[src/rtl/cheshire_idma_launcher_pkg.sv]
// ============================================================================
// Module   : cheshire_idma_launcher_pkg
// Brief    : Register map, FSM states and register-bus types for the launcher.
// Revision : 1.0 - initial release
// ============================================================================
`default_nettype none

package cheshire_idma_launcher_pkg;

   localparam logic [31:0] c_off_conf    = 32'h0000_0000;
   localparam logic [31:0] c_off_next_id = 32'h0000_0010;
   localparam logic [31:0] c_off_done_id = 32'h0000_0018;
   localparam logic [31:0] c_off_dst_lo  = 32'h0000_00D0;
   localparam logic [31:0] c_off_dst_hi  = 32'h0000_00D4;
   localparam logic [31:0] c_off_src_lo  = 32'h0000_00D8;
   localparam logic [31:0] c_off_src_hi  = 32'h0000_00DC;
   localparam logic [31:0] c_off_len     = 32'h0000_00E0;

   typedef enum logic [3:0] {
      IDLE,
      WR_DST_LO,
      WR_DST_HI,
      WR_SRC_LO,
      WR_SRC_HI,
      WR_LEN,
      WR_CONF,
      RD_NEXT,
      POLL_WAIT,
      RD_DONE,
      REPORT
   } launcher_state_e;

   typedef struct packed {
      logic [31:0] addr;
      logic        write;
      logic [31:0] wdata;
      logic [3:0]  wstrb;
      logic        valid;
   } launcher_reg_req_t;

   typedef struct packed {
      logic [31:0] rdata;
      logic        error;
      logic        ready;
   } launcher_reg_rsp_t;

endpackage

`default_nettype wire

[src/rtl/cheshire_idma_launcher.sv]
// ============================================================================
// Module   : cheshire_idma_launcher
// Brief    : Programs one iDMA job over the register bus, polls for completion.
// Revision : 1.0 - initial release
// ============================================================================
`default_nettype none

module cheshire_idma_launcher
   import cheshire_idma_launcher_pkg::*;
#(
   parameter int unsigned AddrWidth   = 64,
   parameter logic [31:0] RegBaseAddr = 32'h0,
   parameter int unsigned PollWait    = 8,
   parameter type         reg_req_t   = cheshire_idma_launcher_pkg::launcher_reg_req_t,
   parameter type         reg_rsp_t   = cheshire_idma_launcher_pkg::launcher_reg_rsp_t
) (
   input  logic                 clk_i,
   input  logic                 rst_i,
   input  logic [AddrWidth-1:0] job_src_i,
   input  logic [AddrWidth-1:0] job_dst_i,
   input  logic [31:0]          job_len_i,
   input  logic                 job_valid_i,
   output logic                 job_ready_o,
   output reg_req_t             reg_req_o,
   input  reg_rsp_t             reg_rsp_i,
   output logic                 done_valid_o,
   output logic [31:0]          done_id_o,
   output logic                 done_err_o,
   output logic                 busy_o
);

   localparam bit          HAS_HI = (AddrWidth > 32);
   localparam int unsigned CNT_W  = (PollWait > 1) ? $clog2(PollWait) : 1;

   launcher_state_e r_state, w_state_next;

   logic [63:0]      r_src, r_dst;
   logic [31:0]      r_len, r_job_id;
   logic             r_err;
   logic [CNT_W-1:0] r_poll_cnt, w_cnt_next;

   logic             w_access, w_write, w_err_set, w_id_load;
   logic [31:0]      w_off, w_wdata, w_diff;

   // Serial-number distance: the job is done once DONE_ID is at or past our id.
   assign w_diff = reg_rsp_i.rdata - r_job_id;

   always_comb begin
      w_state_next = r_state;
      w_cnt_next   = r_poll_cnt;
      w_access     = 1'b0;
      w_write      = 1'b0;
      w_off        = '0;
      w_wdata      = '0;
      w_id_load    = 1'b0;
      unique case (r_state)
         IDLE: begin
            if (job_valid_i) w_state_next = WR_DST_LO;
         end
         WR_DST_LO: begin
            w_access = 1'b1; w_write = 1'b1; w_off = c_off_dst_lo; w_wdata = r_dst[31:0];
            if (reg_rsp_i.ready) w_state_next = HAS_HI ? WR_DST_HI : WR_SRC_LO;
         end
         WR_DST_HI: begin
            w_access = 1'b1; w_write = 1'b1; w_off = c_off_dst_hi; w_wdata = r_dst[63:32];
            if (reg_rsp_i.ready) w_state_next = WR_SRC_LO;
         end
         WR_SRC_LO: begin
            w_access = 1'b1; w_write = 1'b1; w_off = c_off_src_lo; w_wdata = r_src[31:0];
            if (reg_rsp_i.ready) w_state_next = HAS_HI ? WR_SRC_HI : WR_LEN;
         end
         WR_SRC_HI: begin
            w_access = 1'b1; w_write = 1'b1; w_off = c_off_src_hi; w_wdata = r_src[63:32];
            if (reg_rsp_i.ready) w_state_next = WR_LEN;
         end
         WR_LEN: begin
            w_access = 1'b1; w_write = 1'b1; w_off = c_off_len; w_wdata = r_len;
            if (reg_rsp_i.ready) w_state_next = WR_CONF;
         end
         WR_CONF: begin
            w_access = 1'b1; w_write = 1'b1; w_off = c_off_conf;
            if (reg_rsp_i.ready) w_state_next = RD_NEXT;
         end
         RD_NEXT: begin
            w_access = 1'b1; w_off = c_off_next_id;
            if (reg_rsp_i.ready) begin
               w_id_load    = 1'b1;
               w_state_next = reg_rsp_i.error ? REPORT : POLL_WAIT;
            end
         end
         POLL_WAIT: begin
            if (PollWait == 0 || r_poll_cnt == CNT_W'(PollWait - 1)) begin
               w_cnt_next   = '0;
               w_state_next = RD_DONE;
            end else begin
               w_cnt_next = r_poll_cnt + CNT_W'(1);
            end
         end
         RD_DONE: begin
            w_access = 1'b1; w_off = c_off_done_id;
            if (reg_rsp_i.ready) begin
               if (reg_rsp_i.error || $signed(w_diff) >= 32'sd0) w_state_next = REPORT;
               else                                               w_state_next = POLL_WAIT;
            end
         end
         REPORT: begin
            w_state_next = IDLE;
         end
         default: begin
            w_state_next = IDLE;
         end
      endcase
   end

   assign w_err_set = w_access & reg_rsp_i.ready & reg_rsp_i.error;

   always_comb begin
      reg_req_o       = '0;
      reg_req_o.addr  = RegBaseAddr + w_off;
      reg_req_o.write = w_write;
      reg_req_o.wdata = w_wdata;
      reg_req_o.wstrb = w_write ? 4'hF : 4'h0;
      reg_req_o.valid = w_access;
   end

   always_ff @(posedge clk_i) begin
      if (rst_i) begin
         r_state    <= IDLE;
         r_src      <= '0;
         r_dst      <= '0;
         r_len      <= '0;
         r_job_id   <= '0;
         r_err      <= 1'b0;
         r_poll_cnt <= '0;
      end else begin
         r_state    <= w_state_next;
         r_poll_cnt <= w_cnt_next;
         if (r_state == IDLE && job_valid_i) begin
            r_src <= 64'(job_src_i);
            r_dst <= 64'(job_dst_i);
            r_len <= job_len_i;
         end
         if (w_id_load) r_job_id <= reg_rsp_i.rdata;
         if (r_state == REPORT) r_err <= 1'b0;
         else if (w_err_set)    r_err <= 1'b1;
      end
   end

   assign job_ready_o  = (r_state == IDLE);
   assign busy_o       = (r_state != IDLE);
   assign done_valid_o = (r_state == REPORT);
   assign done_id_o    = done_valid_o ? r_job_id : 32'h0;
   assign done_err_o   = done_valid_o & r_err;

endmodule

`default_nettype wire

[config.mk]
export PLATFORM = sky130hd
export DESIGN_NAME = cheshire_idma_launcher
export DESIGN_NICKNAME = d
export VERILOG_FILES = /design/src/rtl/cheshire_idma_launcher_pkg.sv /design/src/rtl/cheshire_idma_launcher.sv
export SDC_FILE = /design/constraint.sdc
export NUM_CORES = 1
export LEC_CHECK = 0
export BUFFER_PORTS_ARGS = -buffer_cell sky130_fd_sc_hd__buf_2
export CORE_ASPECT_RATIO = 1.2
export CORE_MARGIN = 1.5
export CORE_UTILIZATION = 41
export DETAILED_ROUTE_END_ITERATION = 6
export MAX_ROUTING_LAYER = met4
export PLACE_DENSITY = 0.77
export SLEW_MARGIN = 10
export SYNTH_ARGS = -nofsm -noshare
export SYNTH_HDL_FRONTEND = slang
export SYNTH_SLANG_ARGS = --single-unit
[constraint.sdc]
create_clock -name clk_i -period 4.2 [get_ports clk_i]
set_input_delay 0.84 -clock clk_i [delete_from_list [all_inputs] [get_ports clk_i]]
set_output_delay 0.84 -clock clk_i [all_outputs]
set_load 0.1 [all_outputs]
======== After elaboration in Yosys (flattened, before gate mapping) ========
Index checks and enable logic that the tools add are counted.
operators by class
  $add $sub $neg .......................... 2
  $lt $le $gt $ge ......................... 1
  equality and inequality tests ........... 21
  multiplexer cells ....................... 22
  bitwise logic cells ..................... 3
  reduce and logical (&&, ||, !) cells .... 8
operators with widths
  operator                                              count
  one-hot mux 32 bit (5 select lines)                   1
  one-hot mux 8 bit (7 select lines)                    1
  two-way mux 4 bit                                     11
  one-hot mux 4 bit (10 select lines)                   1
  >= comparator 32 x 1 -> 1 bit, second input constant  1
  two-way mux 32 bit                                    1
  subtractor 32 bit                                     1
  != test 2 bit, second input constant                  10
  == test 4 x 3 -> 1 bit, second input constant         4
  == test 4 bit, second input constant                  3
  AND reduction 10 bit                                  1
  == test 4 x 2 -> 1 bit, second input constant         2
  OR reduction 8 bit                                    1
  OR reduction 6 bit                                    1
  == test 4 x 1 -> 1 bit, second input constant         1
  logical NOT 4 bit                                     1
  two-way mux 1 bit                                     4
  two-way mux 2 bit                                     2
  nonzero test 4 bit                                    1
  adder 3 x 1 -> 3 bit, second input constant           1
  bitwise AND 1 bit                                     3
  == test 3 bit, second input constant                  1
  two-way mux 3 bit                                     1
  OR reduction 2 bit                                    1
  other kinds (2)                                       2
storage, ports and cells
  register bits ........................... 200
  input bits .............................. 197

======== Depth between registers and ports, before layout ========
  depth in word-level cells ............... 6
  mapped depth ............................ 10
  depth with buffers taken out ............ 8

======== Worst setup path before layout ========
OpenSTA, ideal clock, no wires.
  path kind ............................... flip-flop to output port
  from .................................... register r_state[0]
  to ...................................... output reg_req_o[45] in the netlist's numbering
  arrival ................................. 3.519 ns
  required time ........................... 3.360 ns
  slack ................................... -0.159 ns
  stages on the path, launching flop included .. 5
  path buffers ............................ 2
  path through ............................ dfxtp_1 -> buf_2 -> nor2_1 -> a211oi_1 -> buf_4
RTL lines
  item                    line                           text
  start, declared         cheshire_idma_launcher.sv:35   launcher_state_e r_state, w_state_next;
  start signal, assigned  cheshire_idma_launcher.sv:136  r_state <= w_state_next;
  end, declared           cheshire_idma_launcher.sv:24   output reg_req_t reg_req_o,

==> results.ini <==
[global_routing]
antenna_found_initial = 7
grt_pass1_wl_mm = 44.98
first_global_vias = 8614
grt_overflow = 0
grt_usage = 0.2566
grt_max_degree = 108

[critical_path]
cp.required_ns = 3.36
critPathMostFrequentCell = nand2_1
path_class = reg2out
ff2ff_setup_slack_ns = 1.73
crit_chain = inv_1 > nand2_1 > nor3_2 > buf_4 > a222oi_1 > nand2_1 > buf_2
cp-end-kind = output pin
crit_fanout = 33
cp-start-kind = register
critPathMaxStageDelay_ns = 0.70
worstPathBufferInverterCount = 3
critPathSlowestCell = dfxtp_1
critPathArrivalTime_ns = 3.00
cp_top_family = buffers and inverters

[placed_design]
routabilityCongestion = 0.9270
placed_area_sq_um = 10460
post-place-ws_ns = 0.8701
io_buffers = 276
place_hpwl_mm = 21.36

[synthesis]
synth_edf_count = 0
avgSynthCellArea_sq_um = 7.489
yosys-top-cells-area = dfxtp_1 (44%), nand2_1 (18%), a21oi_1 (11%), ha_1 (4.6%), a222oi_1 (3.5%)
syn_inst = 1209
synth_seq_cells = 200
async_flop_share = 0
yosysMostFrequentCell = nand2_1
synthDistinctLibCells = 41
yosysWarnings = 0
syn_area_sq_um = 9054
synth_commonest_cells = nand2_1 (428), a21oi_1 (208), dfxtp_1 (200)
yosysTopAreaCellShare = 0.4422
synth_top_flop_cell = dfxtp_1
synth_top_area_cell = dfxtp_1
seq_area_frac_synth = 0.4422

[sta]
period_needed_ns = 3.842
setup_violations = 0
post-route-period-util = 0.9148
fmaxAchievable_ghz = 0.2603
finalWorstSetupSlack_ns = 0.3578
fin_setup_tns_ns = 0
rsz0062_at_grt = false
maxSlewViolCount = 0
worst_pin_slew_ns = 0.7745
hold_viol = 0
slew_headroom = 0.4837
finClkSkew_ns = 0.01213

[clocking]
cts_made_buffers = 17
clkLatencyLatePin_ns = 0.42
cts_tree = built
htree_levels = 4
cts-root-buf = clkbuf_16
clkTransAtPathRegs_ns = 0.08
cts_hold_buf = 0
cts_buffer_depth = 2
ctsResizeCount = 0
cts.sinks = 200
postCtsSetupBuffers = 0

[layout]
drive_gt1_frac = 0.2343
syn_to_final_growth_pct = 22.19
nets = 1651
fillers = 2195
fin_area_sq_um = 11060

[floorplanning]
initial_core_util = 0.4172
ios = 303
die_y_microns = 165.8
core_sq_um = 21700
die_area_sq_um = 22990
die_w_microns = 138.7
rows = 59

[flow_run]
drv_cap = 0

[routing]
routed-via-count = 9095
dr.pass1.iters = 7
vias_per_cell = 5.294
drc = 0
drt.antenna.violating_nets = 0
avgRoutedWirePerCell_microns = 17.14
drtIter0Drc = 688
routed_wl_mm = 29.44

[power_and_ir_drop]
powerDensity_nw_per_um2 = 459.0
leakagePower_uw = 0.004755
max-vdd-ir-drop_mv = 0.3652

[status]
status = complete, no violations

[worst_hold_path]
hold_class = reg2reg

==> metrics by stage <==
| step | util | total power, uW | hold WS [ns] | cells |
|---|---|---|---|---|
| after floorplan | - | 3197 | 0.4357 | 1234 |
| after global placement | 0.4820 | 3480 | 0.4418 | 1676 |
| after detailed placement | 0.4820 | 3497 | 0.4463 | 1676 |
| after CTS | 0.5086 | 5120 | 0.4567 | 1708 |
| after global routing | 0.5094 | 5295 | 0.4715 | 1715 |
| final | 0.5097 | 5077 | 0.4564 | 1718 |
==> worst paths after layout <==
check / startpoint / to / cells after the start
worst min register to register: r_len[6] / r_len[6] / 2
worst min-delay path: r_len[6] / r_len[6] / 2
worst max register to register: r_state[2] / r_src[52] / 7
worst max-delay path: r_state[3] / reg_req_o[18] / 7
==> routing by layer <==
| layer | GRT usage | vias up | wire, microns |
|---|---|---|---|
| li1 | - | 4449 | - |
| met1 | 0.2725 | 4222 | 11040 |
| met2 | 0.4558 | 373 | 15140 |
| met3 | 0.05104 | 51 | 2047 |
| met4 | 0.1227 | 0 | 1219 |
| met5 | - | - | 0 |
==> power breakdown <==
part,internal (uW),total (uW),switching (uW)
logic,292,1290,996
clock network,851,1630,774
registers,2050,2160,115
total,3190,5080,1890
==> sequential cells by signal (all words and copies together), names as in the netlist <==
register    flops
r_poll_cnt      3
r_err           1
r_dst          64
r_src          64
r_len          32
r_state         4
r_job_id       32
==> cell families (layout without fill, tap and decap cells) <==
family | after synthesis | after routing | synth area share
buf+inv | 161 | 361 | 0.08375
other cells | 1 | 36 | 0.0004142
mux | 2 | 2 | 0.002211
compound gates | 295 | 295 | 0.1969
fa+ha+maj | 33 | 33 | 0.04561
xor+xnor | 2 | 2 | 0.001935
flops | 200 | 200 | 0.4422
simple gates | 515 | 515 | 0.2269
==> cells in the final DEF, fill, tap and decap left out, drive strengths merged, types with 3 or more instances in the layout <==
master    count
nand4         7
a21oi       208
clkbuf       18
nand2b        4
clkinvlp      3
inv          43
a22oi        32
nand3         5
nor2         18
diode        10
a31oi         3
dfxtp       200
conb         26
and2          7
o21ai         5
nand2       428
clkinv        4
a211oi        3
nor3         39
ha           33
a222oi       32
buf         292
==> area by class of cell <==
type	count	area (sq um)	share of cell area
Tap cell	274	342.8	0.03099
Clock buffer	18	439.2	0.03970
Inverter	37	138.9	0.01255
Sequential cell	200	4004	0.3619
Clock inverter	14	137.6	0.01244
Multi-Input combinational cell	873	4431	0.4005
Timing Repair Buffer	292	1545	0.1397
Antenna cell	10	25.02	0.002262
==> worst min-delay path: stages, from the launching register on <==
cell     delay [ns]
dfxtp_1        0.31
nand2_1        0.05
a21oi_1        0.05
(Power assumes the default switching activity.)
